==> src/rtl/pedal_pkg.sv <==
// Shared definitions for the pedal input sampler: snapshot bit layout,
// handshake states and the debounce counter width helper.
package pedal_pkg;

  typedef enum logic {IDLE, HOLD} snap_state_e;

  localparam int LVL_LSB  = 0;
  localparam int GEAR_LSB = 30;

  // Rise and fall fields follow the level field, each NUM_CH bits wide.
  function automatic int rise_lsb(input int num_ch);
    return num_ch;
  endfunction

  function automatic int fall_lsb(input int num_ch);
    return 2 * num_ch;
  endfunction

  function automatic int cnt_width(input int cycles);
    int w;
    w = $clog2(cycles + 1);
    return (w < 1) ? 1 : w;
  endfunction

endpackage

==> src/rtl/debounce_ch.sv <==
// One input channel: two-flop synchroniser feeding a stability counter that
// only accepts a new level after DEBOUNCE_CYCLES consecutive differing cycles.
module debounce_ch
  import pedal_pkg::*;
#(
  parameter int DEBOUNCE_CYCLES = 50000
) (
  input  logic clock,
  input  logic reset,
  input  logic raw,
  output logic stable
);

  localparam int CW = cnt_width(DEBOUNCE_CYCLES);
  localparam logic [CW-1:0] LAST = CW'(DEBOUNCE_CYCLES - 1);

  logic          s1, sync;
  logic [CW-1:0] cnt;

  always_ff @(posedge clock or negedge reset) begin
    if (!reset) begin
      s1     <= 1'b0;
      sync   <= 1'b0;
      stable <= 1'b0;
      cnt    <= '0;
    end else begin
      s1   <= raw;
      sync <= s1;
      // Any cycle where sync agrees with stable restarts the count.
      if (sync == stable) begin
        cnt <= '0;
      end else if (cnt == LAST) begin
        stable <= sync;
        cnt    <= '0;
      end else begin
        cnt <= cnt + CW'(1);
      end
    end
  end

endmodule

==> src/rtl/pedal_input_sampler.sv <==
// Debounced pedal/button sampler with gear lockout, sticky edge events and a
// req/valid/ack snapshot port for the processor.
module pedal_input_sampler
  import pedal_pkg::*;
#(
  parameter int                NUM_CH          = 3,
  parameter int                DEBOUNCE_CYCLES = 50000,
  parameter logic [NUM_CH-1:0] GAS_MASK        = 3'b110
) (
  input  logic              clock,
  input  logic              reset,
  input  logic [NUM_CH-1:0] raw_in,
  input  logic [1:0]        gear,
  input  logic              snap_req,
  input  logic              snap_ack,
  output logic              snap_valid,
  output logic [31:0]       snap_data,
  output logic [NUM_CH-1:0] level,
  output logic              evt_any
);

  localparam int RL = rise_lsb(NUM_CH);
  localparam int FL = fall_lsb(NUM_CH);

  logic [NUM_CH-1:0] stable, masked, rise_now, fall_now;
  logic [NUM_CH-1:0] rise_pend, fall_pend, rise_clr, fall_clr;
  logic [31:0]       word;
  snap_state_e       state, nstate;
  logic              cap, clr;

  debounce_ch #(.DEBOUNCE_CYCLES(DEBOUNCE_CYCLES)) u_db [NUM_CH-1:0] (
    .clock  (clock),
    .reset  (reset),
    .raw    (raw_in),
    .stable (stable)
  );

  assign masked   = stable & ~(GAS_MASK & {NUM_CH{gear[0]}});
  assign rise_now = masked & ~level;
  assign fall_now = ~masked & level;

  always_comb begin
    word = '0;
    word[LVL_LSB +: NUM_CH] = level;
    word[RL +: NUM_CH]      = rise_pend;
    word[FL +: NUM_CH]      = fall_pend;
    word[GEAR_LSB +: 2]     = gear;
  end

  always_comb begin
    nstate = state;
    cap    = 1'b0;
    clr    = 1'b0;
    case (state)
      IDLE: if (snap_req) begin
        cap    = 1'b1;
        nstate = HOLD;
      end
      HOLD: if (snap_ack) begin
        clr    = 1'b1;
        nstate = IDLE;
      end
      default: nstate = IDLE;
    endcase
  end

  // Only bits reported in the held word are cleared; fresh events always win.
  assign rise_clr = clr ? snap_data[RL +: NUM_CH] : '0;
  assign fall_clr = clr ? snap_data[FL +: NUM_CH] : '0;

  always_ff @(posedge clock or negedge reset) begin
    if (!reset) begin
      state     <= IDLE;
      level     <= '0;
      rise_pend <= '0;
      fall_pend <= '0;
      snap_data <= '0;
    end else begin
      state     <= nstate;
      level     <= masked;
      rise_pend <= (rise_pend & ~rise_clr) | rise_now;
      fall_pend <= (fall_pend & ~fall_clr) | fall_now;
      if (cap) snap_data <= word;
    end
  end

  assign snap_valid = (state == HOLD);
  assign evt_any    = |{rise_pend, fall_pend};

endmodule

==> config.mk <==
export PLATFORM = sky130hd
export DESIGN_NAME = pedal_input_sampler
export DESIGN_NICKNAME = d
export VERILOG_FILES = /design/src/rtl/pedal_pkg.sv /design/src/rtl/debounce_ch.sv /design/src/rtl/pedal_input_sampler.sv
export SDC_FILE = /design/constraint.sdc
export NUM_CORES = 1
export LEC_CHECK = 0
export BUFFER_PORTS_ARGS = -buffer_cell sky130_fd_sc_hd__buf_4
export CAP_MARGIN = 20
export CORE_ASPECT_RATIO = 1.1
export CORE_MARGIN = 2
export CORE_UTILIZATION = 30
export DETAILED_ROUTE_END_ITERATION = 6
export GPL_TIMING_DRIVEN = 0
export PLACE_DENSITY = 0.55
export SETUP_SLACK_MARGIN = 0.1
export SLEW_MARGIN = 20
export SYNTH_ARGS = -nofsm -noshare
export SYNTH_HDL_FRONTEND = slang
export SYNTH_HIERARCHICAL = 1
export SYNTH_SLANG_ARGS = --single-unit
==> constraint.sdc <==
create_clock -name clock -period 2.8 [get_ports clock]
set_input_delay 0.14 -clock clock [delete_from_list [all_inputs] [get_ports clock]]
set_output_delay 0.14 -clock clock [all_outputs]
set_load 0.01 [all_outputs]
Word-level counts from Yosys, hierarchy flattened:

Cells that the tools add are included.
Widths: inputs -> output; s select.

* bits in registers: 78
* input port bits: 9
* word-level logic and storage cells: 60

* $add $sub $neg: 3
* equality and inequality tests: 6
* muxes and demuxes: 14
* bitwise gates (word level): 16
* reductions and logical operators: 4

Operators by type and width (count)
* $mux 16: 6
* $add 16x1->16 const B: 3
* $eq 16x16->1 const B: 3
* $and 3x3->3: 5
* $not 3->3: 5
* $mux 3: 2
* $or 3x3->3: 2
* $reduce_and 2->1: 3
* $reduce_or 6->1: 1
* $mux 1: 5
* $not 1->1: 4
* $eq 1x1->1: 3
* $pmux 1 s2: 1

Depth between registers and ports, before layout:

Gate-level depths: netlist of the first run.

* depth in word-level cells: 6
* depth in mapped cells: 6
* gate-level depth less buffers: 5

Modules after synthesis:

Netlist of the first run, hierarchy kept.

Modules (own cells, without submodules)
* debounce_ch: times used 3, cells each 84, area each 895.9 µm², sequential area each 475.5 µm²
* pedal_input_sampler: times used 1, cells each 81, area each 1006.0 µm², sequential area each 525.5 µm²

Least setup slack after synthesis of the first run:

OpenSTA, ideal clock, no wires.

* path kind: reg2reg
* from: reg u_db[0].cnt[10]
* to: reg u_db[0].stable
* arrival: 1.770 ns
* setup slack: 0.905 ns
* stages on the path, launching flop included: 4
* path buffers: 0
* clock period less this slack: 1.895 ns
* path through: dfrtp_1 > or4b_1 > or4_4 > mux2_4

* word-level cells in the longest chain between the ends: 2

Ends and longest elaborated chain
* start, declared: RTL line debounce_ch.sv:18 `logic [CW-1:0] cnt;`
* start signal, assigned: RTL line debounce_ch.sv:36 `cnt <= cnt + CW'(1);`
* $eq 16x16->1: RTL line debounce_ch.sv:32 `end else if (cnt == LAST) begin`
* $reduce_and 2->1 (no line)
* end signal, assigned: RTL line debounce_ch.sv:33 `stable <= sync;`
* end, declared: RTL line debounce_ch.sv:11 `output logic stable`

No other way between the ends.
A chain may end at the register's enable or synchronous reset.

Worst setup path after layout of the first run:

* from: reg u_db[1].cnt[10]
* to: reg u_db[1].cnt[0]

* word-level cells in the longest chain between the ends: 3

Ends and longest elaborated chain
* start, declared: RTL line debounce_ch.sv:18
* start signal, assigned: RTL line debounce_ch.sv:36
* $eq 16x16->1: RTL line debounce_ch.sv:32
* $mux 16: RTL line debounce_ch.sv:32
* $mux 16: RTL line debounce_ch.sv:30 `if (sync == stable) begin`

No other way between the ends.

==> flow_summary.toml, run 1 <==
[status]
status = "complete, but fails checks"
violations = "hold timing"

[final_layout]
ff_latch_area_mm2 = 0.00195
multiInputGateArea_mm2 = 0.00156
diodes = 0
area_growth_pct = 21.5
layout.nets = 403
drive_gt1_frac = 0.237
fillCellCount = 1200
final_cells = 550
final_common_cell = "dfrtp_1"
most-common-layout-cells = "78 x dfrtp_1, 52 x nor2_1, 45 x buf_4, 30 x xnor2_1"

[clock_tree]
clk_path_buf_depth = 2
htree_levels = 3
post-cts-setup-buffers = 0
ctsRootBufferMaster = "clkbuf_16"
cts_resized = 0
cts_tree = "yes"
cts.sinks = 78
hold_buffers = 3
clk-insertion-delay-late_ns = 0.33
cts_buffers = 9
clk_pin_slew_worst_paths_ns = 0.06

[setup_path]
endpoint_kind = "register"
critical_path_arrival_ns = 2.23
cp-start-kind = "register"
critPathRequiredTime_ns = 3.00
path_class = "register to register"
critPathMaxFanout = 10

[route]
totalWireLength_um = 6490
dr.pass1.iters = 6
avgViaCountPerCell = 4.42
wl_per_cell_um = 11.8
drc = 0
ant_nets = 0
num_vias = 2432
initialDrtViolationCount = 72

[sta]
finalHoldWorstSlack_ns = -0.0228
setup_viol = 0
rsz0062_at_grt = "no"
tns_ns = 0
min_period_ns = 2.03
hold_violations = 56
max_freq_ghz = 0.493
tightest_slew_ns = 0.961
fin_crit_sh = 0.725
slew_violations = 0
fin_skew_ns = 0.00960
slew_headroom = 0.359

[global_routing]
met1_usage = 0.143
grt_overflow = 0
globalRouteMet2Util = 0.165
grt_pass1_wl_um = 11300
grt_usage = 0.106
antenna_found_initial = 0
use_met3 = 0.0291
grt_pass1_vias = 2414
busiest_layer = "met2"
grt_max_degree = 79

[pwr]
swShare = 0.226
powerDensity_mw_per_mm2 = 579
clkPwrFrac = 0.462
power.leakage_nw = 2.00
power_frac_seq = 0.458
power.internal_mw = 2.01
irDropWorstVdd_mv = 0.282
power.net_switching_uw = 588
p_comb_frac = 0.079

[synthesis]
synth_area_leader_cell = "dfrtp_1"
postSynthAreaPerCell_um2 = 11.1
synthCells = 333
synthArstFlopShare = 1.00
synthFlopType = "dfrtp_1"
ys_warn_count = 6
ys_types = 30
seq_area_frac_synth = 0.528
ys_ff_latch = 78
netlist.area_leader.share = 0.528
netlist_area_mm2 = 0.00369
synth_edf_count = 0
synthTopCellsByArea = "dfrtp_1 53%, xnor2_1 7.1%, nor2_1 5.3%"

[die]
die_y_um = 120
coreArea_mm2 = 0.0120
die_area_mm2 = 0.0132
initial_utilization = 0.307
rows = 42
num_io_pins = 46
die_w_um = 110

[place]
dp.cells = 531
gp_congestion = 0.759
portBuffers = 24
dp_hpwl_um = 4450

[hold_path]
hp-class = "input pin to async pin"

[job]
drv_cap = 0
==> routing by layer <==
metal  vias to the layer above  wire, µm  part of all wire
met2                        45      3060              0.47
met5                         -         0                 0
li1                       1214         -                 -
met3                         2       232             0.036
met4                         0        26            0.0040
met1                      1171      3170              0.49
==> Yosys cell counts (2+ instances only) <==
cell type / n
or3b_2: 3
mux2_4: 8
nand4bb_1: 3
mux2_2: 6
buf_6: 5
or4_4: 3
xnor2_1: 30
a22o_1: 3
and3_2: 3
nand4_1: 15
nand3_1: 21
or4b_1: 3
nand2_4: 3
buf_4: 21
inv_1: 10
dfrtp_1: 78
ha_1: 3
nand2_1: 13
nor2_1: 52
nor4_1: 10
o2bb2ai_1: 3
and4_1: 3
nand2b_1: 2
xor2_1: 15
nor3_1: 12
==> critical path: stages, from the launching register on <==
cell and delay (ns):
dfrtp_1 0.43, or4b_1 0.54, or4_4 0.60, nand2_4 0.13
buf_6 0.15, nor2_1 0.06
==> area by class of cell <==
| class | count | share of cell area |
|---|---|---|
| buffer | 27 | 0.0488 |
| clock buffer | 11 | 0.0563 |
| clock inverter | 5 | 0.0142 |
| inverter | 10 | 0.00836 |
| multi-input combinational | 238 | 0.348 |
| sequential | 78 | 0.435 |
| tap | 154 | 0.0429 |
| timing repair buffer | 27 | 0.0468 |
==> power by group through the flow <==
stage	clock network [mW]	registers [mW]	logic, mW
2_1_floorplan	0	1.21	0.118
3_3_place_gp	0	1.21	0.203
3_5_place_dp	0	1.21	0.205
4_1_cts	1.24	1.19	0.210
5_1_grt	1.29	1.20	0.228
6_report	1.20	1.19	0.206
==> flip-flops by register name, summed over array words and instances, names as in the netlist <==
name,count
u_db/cnt,48
u_db/s1,3
level,3
fall_pend,3
u_db/stable,3
snap_valid,1
rise_pend,3
snap_data,11
u_db/sync,3
==> final timing paths <==
| kind | from | to | slack [ns] | cells past startpoint |
|---|---|---|---|---|
| max | u_db[1]/cnt[10] | u_db[1]/cnt[0] | 0.77 | 5 |
| min | reset | u_db[1]/cnt[11] | -0.02 | 1 |
| max reg2reg | u_db[1]/cnt[10] | u_db[1]/cnt[0] | 0.77 | 5 |
| min reg2reg | u_db[2]/s1 | u_db[2]/sync | 0.35 | 0 |
| max in group asynchronous | reset | u_db[0]/cnt[7] | 2.21 | 1 |
| min in group clock | gear[1] | snap_data[31] | 0.05 | 2 |
==> stage by stage <==
stage	instance area [µm²]	power (mW)	worst slack, ns	util
after floorplan	3770	1.33	0.905	-
after global placement	4140	1.41	0.822	0.344
after detailed placement	4140	1.42	0.806	0.344
after CTS	4490	2.64	0.764	0.373
after global routing	4490	2.71	0.711	0.373
final	4490	2.60	0.770	0.373
==> logic make-up after synthesis <==
kind of cell,synth area share
flip-flops,0.528
AND/OR/NAND/NOR,0.218
other,0.00102
buffers and inverters,0.0694
multiplexers,0.0508
AO/OA/AOI/OAI,0.0156
adder cells (fa/ha/maj),0.0102
XOR/XNOR,0.107
No activity file was read; power rests on OpenSTA's default activity.
==> run 2, diff against run 1 <==
==> constraint.sdc (replaced) <==
create_clock -name clock -period 1.9 [get_ports clock]
set_input_delay 0.095 -clock clock [delete_from_list [all_inputs] [get_ports clock]]
set_output_delay 0.095 -clock clock [all_outputs]
set_load 0.01 [all_outputs]
==> flow_summary.toml, run 2 (synthesis results as in run 1) <==
[status]
status = "finished, final reports clean"

[global_routing]
grt_pass1_vias = 2451
grt_max_degree = 79
grt_pass1_wl_um = 11700
grt_overflow = 0
grt_usage = 0.113
antenna_found_initial = 0

[final_layout]
most-common-layout-cells = "74 x dfrtp_1, 62 x buf_4, 30 x xnor2_1, 29 x nor2_1"
post-route-util = 0.405
final_common_cell = "dfrtp_1"
diodes = 0
drive_gt1_frac = 0.337
largest_reg_flops = 48
final_cells = 573
area_growth_pct = 31.8
layout.nets = 426
largest-register = "u_db/cnt"
top_regs = "u_db/cnt (48), snap_data (11)"

[route]
totalWireLength_um = 7050
wl_met1_um = 3330
top_layer = "met4"
drc = 0
initialDrtViolationCount = 133
dr.pass1.iters = 6
num_vias = 2532
wl_per_cell_um = 12.3
ant_nets = 0
avgViaCountPerCell = 4.42
met2_length_um = 3320
wl_met3_um = 279

[clock_tree]
cts_buffers = 9
ctsRootBufferMaster = "clkbuf_16"
htree_levels = 3
clk-insertion-delay-late_ns = 0.34
clk_path_buf_depth = 2
clk_pin_slew_worst_paths_ns = 0.06
cts.sinks = 78
cts_tree = "yes"

[sta]
fin_skew_ns = 0.00542
hold_violations = 0
rsz0062_at_grt = "yes"
slew_headroom = 0.364
slew_violations = 0
max_freq_ghz = 0.543
setup_viol = 0
tightest_slew_ns = 0.954
tns_ns = 0
layout_setup_ws_ns = 0.0593
min_period_ns = 1.84
fin_crit_sh = 0.969

[pwr]
finalPower_mw = 4.12
power.net_switching_uw = 902
clkPwrFrac = 0.491
power_frac_seq = 0.426
p_comb_frac = 0.083
swShare = 0.219
power.internal_mw = 3.22
power.leakage_nw = 2.14
powerDensity_mw_per_mm2 = 847
irDropWorstVdd_mv = 0.363

[die]
rows = 42
die_w_um = 110
coreArea_mm2 = 0.0120
die_area_mm2 = 0.0132
num_io_pins = 46
initial_utilization = 0.307
die_y_um = 120

[setup_path]
endpoint_kind = "register"
critPathMaxFanout = 4
slowest_delay_ns = 0.53
cp-start-kind = "register"
critPathRequiredTime_ns = 2.13
path_class = "register to register"
critical_path_arrival_ns = 2.07
cp_slowest_cell = "or4b_1"
crit_chain = "or4b_1 -> or4_4 -> mux2_4"

[job]
drv_cap = 0

[place]
gp_congestion = 0.757
portBuffers = 24
dp.cells = 531
pre_cts_ws_ns = -0.00133
dp_hpwl_um = 4460

[hold_path]
hp-class = "input pin to register"
[run 2: path summary, 6_finish.rpt]
check / slack [ns] / depth (start not counted) / to / startpoint
worst max-delay path: 0.06 / 3 / u_db[0]/stable / u_db[0]/cnt[10]
worst min-delay path: 0.01 / 2 / snap_valid / snap_ack
worst max register to register: 0.06 / 3 / u_db[0]/stable / u_db[0]/cnt[10]
worst min register to register: 0.35 / 0 / u_db[0]/sync / u_db[0]/s1
max in group asynchronous: 0.79 / 2 / u_db[0]/cnt[4] / reset
min in group asynchronous: 0.46 / 2 / u_db[1]/cnt[10] / reset
[run 2: power groups by stage]
stage | Combinational [mW] | Clock [mW] | Sequential, mW
final | 0.342 | 2.02 | 1.76
after detailed placement | 0.302 | 0 | 1.78
after floorplan | 0.174 | 0 | 1.79
after CTS | 0.323 | 2.09 | 1.75
after global routing | 0.379 | 2.15 | 1.76
after global placement | 0.300 | 0 | 1.78
[run 2: what timing repair did]
item,4_1_cts,5_1_grt
hold buffers,6,0
setup endpoints to repair,34,46
buffers inserted,12,5
pin swaps,8,10
resized for setup,5,35
endpoints found under the hold margin,83,0
gates cloned,1,2
[run 2: metal layers]
layer | track usage | vias up
met5 | 0 | -
met4 | 0.0530 | 0
met3 | 0.0296 | 10
met2 | 0.173 | 42
met1 | 0.148 | 1216
li1 | - | 1264
[run 2: layout make-up]
| type | instances | area (µm²) |
|---|---|---|
| multi-input cells | 238 | 1670 |
| fillers | 1169 | 7160 |
| plain buffers | 27 | 226 |
| inverters | 10 | 37.5 |
| well taps | 154 | 193 |
| flip-flops and latches | 78 | 1960 |
| repair buffers | 50 | 429 |
| clock buffers | 10 | 239 |
| clock inverters | 6 | 118 |
[run 2: stage by stage]
step / hold WS, ns / instance area, µm²
detailed placement: 0.205 / 4150
global placement: 0.204 / 4150
global route: 0.0105 / 4870
finish: 0.0119 / 4870
floorplan: -0.201 / 3780
CTS: 0.00673 / 4670
[run 2: critical path, delay by kind of cell, from the launching register on]
kind	cells	cell delay [ns]
multiplexers	1	0.31
AND/OR/NAND/NOR	2	1.00
flip-flops	1	0.42
